### src/rtl/fir_out_packer.sv
// -----------------------------------------------------------------------------
// fir_out_packer
//
// Output stage of the W4823 FIR. Takes the final FP29i accumulation result
// (sign, 7-bit biased exponent, 22-bit unnormalized magnitude). It normalizes
// the value, rounds it to IEEE FP16 (round-to-nearest-even) and saturates:
// overflow becomes +/-inf and underflow becomes signed zero. The packed result
// is then held on dout, and valid stays high for VALID_HOLD clk_fast cycles so
// that a slower clock domain can sample it.
//
// Pipeline: S1 capture -> S2 normalize -> S3 round/pack into the output
// registers. A result sampled at edge n appears on dout at edge n+2.
//
// Parameters
//   VALID_HOLD : clk_fast cycles valid stays high per result (1..15)
//   BIAS_IN    : FP29i exponent bias
//
// Ports
//   clk_fast  : fast clock; all state changes on the posedge
//   rst_n     : asynchronous active-low reset
//   res_vld   : single-cycle pulse, res_fp29i holds a final result
//   res_fp29i : {sign[29], exp[28:22], mag[21:0]}
//   dout      : FP16 result, held until the next result
//   valid     : high for VALID_HOLD cycles per result
//   ovf       : dout is a saturated +/-inf
//   unf       : dout was flushed to zero from a nonzero input
//   busy      : a pipeline stage is occupied or valid is high
// -----------------------------------------------------------------------------
module fir_out_packer #(
    parameter int VALID_HOLD = 4,
    parameter int BIAS_IN    = 63
) (
    input  logic        clk_fast,
    input  logic        rst_n,
    input  logic        res_vld,
    input  logic [29:0] res_fp29i,
    output logic [15:0] dout,
    output logic        valid,
    output logic        ovf,
    output logic        unf,
    output logic        busy
);

    // The FP16 biased exponent is e + p - (BIAS_IN + 6). The extra 6 comes
    // from moving the binary point 21 places and from the FP16 bias of 15.
    localparam logic signed [8:0] E_OFS = 9'(BIAS_IN + 6);

    // ---------------- S1: capture ----------------
    logic        v1;
    logic        s1;
    logic [6:0]  e1;
    logic [21:0] m1;

    // NOTE: sequential state uses non-blocking assignments only, so every
    // register samples the values its sources held before the edge.
    always_ff @(posedge clk_fast or negedge rst_n) begin
        if (!rst_n) begin
            v1 <= 1'b0;
            s1 <= 1'b0;
            e1 <= '0;
            m1 <= '0;
        end else begin
            v1 <= res_vld;
            if (res_vld) begin
                s1 <= res_fp29i[29];
                e1 <= res_fp29i[28:22];
                m1 <= res_fp29i[21:0];
            end
        end
    end

    // Leading-one position of the captured magnitude. The loop climbs upward,
    // so the last set bit it sees wins.
    logic [4:0] p1;
    logic       z1;

    // NOTE: every always_comb output gets a default before any conditional
    // assignment. A path that leaves a signal unassigned would infer a latch.
    always_comb begin
        p1 = '0;
        for (int i = 0; i < 22; i++) begin
            if (m1[i]) p1 = 5'(i);
        end
        z1 = (m1 == '0);
    end

    // Normalize so the leading one lands on bit 21. That implicit bit is
    // dropped, so only bits [20:0] of the shifted value are kept.
    logic        [20:0] n1;
    logic signed [8:0]  e_norm1;

    always_comb begin
        n1      = 21'(m1 << (5'd21 - p1));
        e_norm1 = $signed({2'b00, e1}) + $signed({4'b0000, p1}) - E_OFS;
    end

    // ---------------- S2: normalized fields ----------------
    logic              v2;
    logic              s2;
    logic              z2;
    logic signed [8:0] e2;
    logic        [9:0] frac2;
    logic              g2;
    logic              st2;

    always_ff @(posedge clk_fast or negedge rst_n) begin
        if (!rst_n) begin
            v2    <= 1'b0;
            s2    <= 1'b0;
            z2    <= 1'b0;
            e2    <= '0;
            frac2 <= '0;
            g2    <= 1'b0;
            st2   <= 1'b0;
        end else begin
            v2 <= v1;
            if (v1) begin
                s2    <= s1;
                z2    <= z1;
                e2    <= e_norm1;
                frac2 <= n1[20:11];
                g2    <= n1[10];
                st2   <= |n1[9:0];
            end
        end
    end

    // ---------------- S3: round and pack ----------------
    logic              round_up;
    logic [10:0]       frac_rnd;
    logic signed [9:0] e_rnd;
    logic [15:0]       dout_nx;
    logic              ovf_nx;
    logic              unf_nx;

    always_comb begin
        round_up = g2 & (st2 | frac2[0]);
        // A carry out of the fraction leaves frac_rnd[9:0] at zero and bumps
        // the exponent. This is the 1.111..1 -> 10.000..0 case.
        frac_rnd = {1'b0, frac2} + {10'b0, round_up};
        e_rnd    = $signed({e2[8], e2}) + $signed({9'b0, frac_rnd[10]});

        dout_nx  = {s2, e_rnd[4:0], frac_rnd[9:0]};
        ovf_nx   = 1'b0;
        unf_nx   = 1'b0;
        if (z2) begin
            dout_nx = {s2, 15'b0};
        end else if (e_rnd >= 10'sd31) begin
            dout_nx = {s2, 5'h1F, 10'h000};
            ovf_nx  = 1'b1;
        end else if (e_rnd <= 10'sd0) begin
            dout_nx = {s2, 15'b0};
            unf_nx  = 1'b1;
        end
    end

    // ---------------- output registers and valid hold ----------------
    logic [3:0] hold_cnt;

    // NOTE: every register, including the data path, resets to a known value.
    // An abort then leaves nothing stale on dout and no partial valid.
    always_ff @(posedge clk_fast or negedge rst_n) begin
        if (!rst_n) begin
            dout     <= '0;
            ovf      <= 1'b0;
            unf      <= 1'b0;
            hold_cnt <= '0;
        end else begin
            if (v2) begin
                dout     <= dout_nx;
                ovf      <= ovf_nx;
                unf      <= unf_nx;
                hold_cnt <= 4'(VALID_HOLD);
            end else if (hold_cnt != '0) begin
                hold_cnt <= hold_cnt - 4'd1;
            end
        end
    end

    always_comb begin
        valid = (hold_cnt != '0);
        busy  = v1 | v2 | valid;
    end

endmodule

### config.mk
export PLATFORM = sky130hd
export DESIGN_NAME = fir_out_packer
export DESIGN_NICKNAME = d
export VERILOG_FILES = /design/src/rtl/fir_out_packer.sv
export SDC_FILE = /design/constraint.sdc
export NUM_CORES = 1
export LEC_CHECK = 0
export CORE_MARGIN = 2
export CORE_UTILIZATION = 50
export CTS_CLUSTER_SIZE = 10
export DETAILED_ROUTE_END_ITERATION = 10
export GPL_TIMING_DRIVEN = 0
export PLACE_DENSITY = 0.85
export REMOVE_ABC_BUFFERS = 1
export SYNTH_ARGS = -nofsm -noshare
export SYNTH_HDL_FRONTEND = slang
export SYNTH_SLANG_ARGS = --single-unit
### constraint.sdc
create_clock -name clk_fast -period 3.67 [get_ports clk_fast]
set_input_delay 0.9175 -clock clk_fast [delete_from_list [all_inputs] [get_ports clk_fast]]
set_output_delay 0.9175 -clock clk_fast [all_outputs]
set_load 0.03 [all_outputs]
==> impl_metrics.csv <==
group,metric,value,unit
global_routing,grt_pass1_wl,20700,um
run_status,run_status,"complete, no violations",
setup_path,criticalPathCategory,"flop to flop",
clocking,clock_path_buffers,2,
logic_synthesis,synthCells,555,
detailed_routing,vias_per_cell,5.97,
layout,final_nets,652,
clocking,cts-root-buf,"clkbuf_8",
floorplan,chipHeight,104,um
detailed_routing,drt_iter0_drc,378,
setup_path,cp-start-kind,"flop",
detailed_routing,vias,4406,
setup_path,worst-endpoint-required,3.85,ns
pwr,comb_power_share,40.6,%
sta,slew_violations,0,
pwr,internal_power,1.94,mW
clocking,clk_latency,0.37,ns
layout,num_antenna_cells,0,
sta,relSlewSlack,21.4,%
logic_synthesis,yosys_warnings,0,
clocking,clk_pin_slew_worst_paths,0.09,ns
pwr,vdd_drop_max,0.209,mV
clocking,cts_buffers,9,
pwr,total_power,3.20,mW
pwr,power_leakage,2.52,nW
floorplan,die_w,104,um
logic_synthesis,yosysTopAreaCell,"dfrtp_1",
sta,rsz0062_at_grt,"no",
layout,final_cell_mix,"dfrtp_1 (75), inv_1 (53), nand2_1 (51), clkdlybuf4s50_1 (50), nor2_1 (45)",
clocking,cts.sinks,77,
logic_synthesis,synthTopCellsByArea,"dfrtp_1 (38%), mux2_2 (5.2%), ha_1 (4.5%), mux2i_1 (4.2%), inv_1 (4.0%)",
logic_synthesis,synth-seq-area-share,38.4,%
sta,finalCritPeriodShare,94.1,%
placement,portBuffers,52,
floorplan,row_count,36,
sta,clock_skew,0.0128,ns
placement,gp_congestion,0.931,
detailed_routing,drt_wl_total,12600,um
pwr,power_density,536,mW/mm2
hold_path,hp-class,"input port to asynchronous set/reset pin",
setup_path,cp-end-kind,"flop",
sta,hold_viol_final,0,
pwr,power_switching,1.25,mW
floorplan,start_util,51.3,%
pwr,seqPwrFrac,38.4,%
layout,num-fill-cells,831,
pwr,p_sw_share,39.2,%
layout,layout.cells.most_common,"dfrtp_1",
sta,period_needed,3.46,ns
placement,dp_hpwl,8920,um
detailed_routing,ant_nets,0,
detailed_routing,wl_per_cell,17.1,um
logic_synthesis,synthesis.area,0.00502,mm2
logic_synthesis,yosysTopAreaCellShare,38.4,%
floorplan,coreArea,0.00977,mm2
detailed_routing,drt_first_pass_iters,5,
logic_synthesis,synth_edf_count,0,
global_routing,grt_max_degree,47,
clocking,htreeDepth,3,
logic_synthesis,yosys_register_bits,77,
layout,area_delta_synth_final,19.0,%
placement,dp.cells,706,
sta,worstMarginPinSlew,1.16,ns
logic_synthesis,synth_cell_types,59,
sta,setup_viol,0,
setup_path,arrival,3.63,ns
global_routing,first_global_vias,4230,
clocking,cts_tree,"yes",
layout,drive_gt1_share,12.9,%
logic_synthesis,synth_ff_type,"dfrtp_1",
detailed_routing,drc_errors,0,
logic_synthesis,synth.avg_cell_area,9.04,um2
layout,final_cells,738,
pwr,pwr-share-clk,21.0,%
global_routing,grtUsageTotal,23.7,%
logic_synthesis,async_flop_share,100,%
global_routing,overflow,0,
flow_run,drv_cap,0,
floorplan,pin_count,53,
clocking,cts_hold_buf,0,
floorplan,die-area,0.0109,mm2
global_routing,antenna_found_initial,0,
sta,timing.fmax,0.289,GHz
setup_path,crit_fanout,17,
## cell type report
class	count	area, um2	share of cell area, %
Clock inverter	5	60.1	1.01
Sequential cell	77	1930	32.3
Clock buffer	11	141	2.37
Timing Repair Buffer	68	658	11.0
Tap cell	133	166	2.79
Multi-Input combinational cell	388	2790	46.8
Inverter	56	221	3.71
## registers in the layout, indices dropped and copies added, names as in the netlist, 4 cells and up
name,flops
e2,9
dout,16
frac2,10
e1,7
hold_cnt,4
m1,22
## per-stage QoR
step | worst slack (ns) | util [%] | setup TNS [ns] | area (um2) | hold slack (ns)
after floorplan | -0.769 | - | -3.76 | 4850 | 0.459
after global placement | -1.71 | 56.7 | -86.59 | 5540 | 0.465
after detailed placement | -1.73 | 56.9 | -22.98 | 5560 | 0.482
after CTS | 0.0491 | 59.7 | 0 | 5840 | 0.495
after global routing | 0.0128 | 61.1 | 0 | 5970 | 0.524
final | 0.215 | 61.1 | 0 | 5970 | 0.504
## path summary, 6_finish.rpt
kind	from	to	slack, ns	depth (start not counted)
setup / recovery	m1[9]	frac2[8]	0.21	9
setup reg to reg	m1[9]	frac2[8]	0.21	9
max in group asynchronous	rst_n	m1[2]	2.59	2
hold reg to reg	s1	s2	0.50	1
min in group clk_fast	s1	s2	0.50	1
hold / removal	rst_n	e2[7]	0.50	1
## logic make-up (layout without fill, tap and decap cells)
kind of cell | count (synthesis) | count (layout) | synth area share [%]
fa+ha+maj | 19 | 19 | 4.89
xor+xnor | 18 | 18 | 3.14
flops | 77 | 77 | 38.4
mux | 50 | 50 | 12.2
simple gates | 151 | 152 | 13.6
compound gates | 149 | 149 | 20.3
buf+inv | 91 | 140 | 7.46
## Yosys cell counts, types with 7 or more instances
| master | instances |
|---|---|
| nand2_1 | 51 |
| dfrtp_1 | 77 |
| clkbuf_1 | 26 |
| a211oi_1 | 24 |
| nor4_1 | 8 |
| o22ai_1 | 19 |
| ha_1 | 18 |
| inv_1 | 53 |
| a21oi_1 | 28 |
| nand4_1 | 7 |
| nor2_1 | 47 |
| xor2_1 | 8 |
| nor3_1 | 8 |
| mux2_2 | 23 |
| nand3_1 | 11 |
| o21ai_0 | 28 |
| xnor2_1 | 10 |
| mux2i_1 | 21 |
## layer usage
layer | up-vias | global-route usage (%) | wire length [um]
met2 | 211 | 40.3 | 6090
met4 | 0 | 9.75 | 363
li1 | 2091 | - | -
met1 | 2064 | 30.5 | 5340
met5 | - | 0 | 0
met3 | 40 | 3.20 | 829
## timing repair
item,in CTS,in global routing
pin swaps,2,1
setup endpoints to repair,20,23
gates resized for setup,11,8
buffers inserted,3,12
gates cloned,1,0
## power by group through the flow
stage          registers, mW  logic, mW  clock network [mW]
2_1_floorplan           1.29      0.747                   0
3_3_place_gp            1.22       1.18                   0
3_5_place_dp            1.24       1.22                   0
4_1_cts                 1.22       1.24               0.682
5_1_grt                 1.26       1.42               0.723
6_report                1.23       1.30               0.672
## worst max-delay path: stages (launching register included)
cell and delay, ns:
dfrtp_1 0.61, nor2_2 0.11, o31ai_1 0.31, o21a_1 0.35, nor2_4 0.10, ha_4 0.24, xnor2_2 0.67, mux4_1 0.41
a22oi_1 0.29, a41oi_1 0.17
No activity file was read; power rests on OpenSTA's default activity.
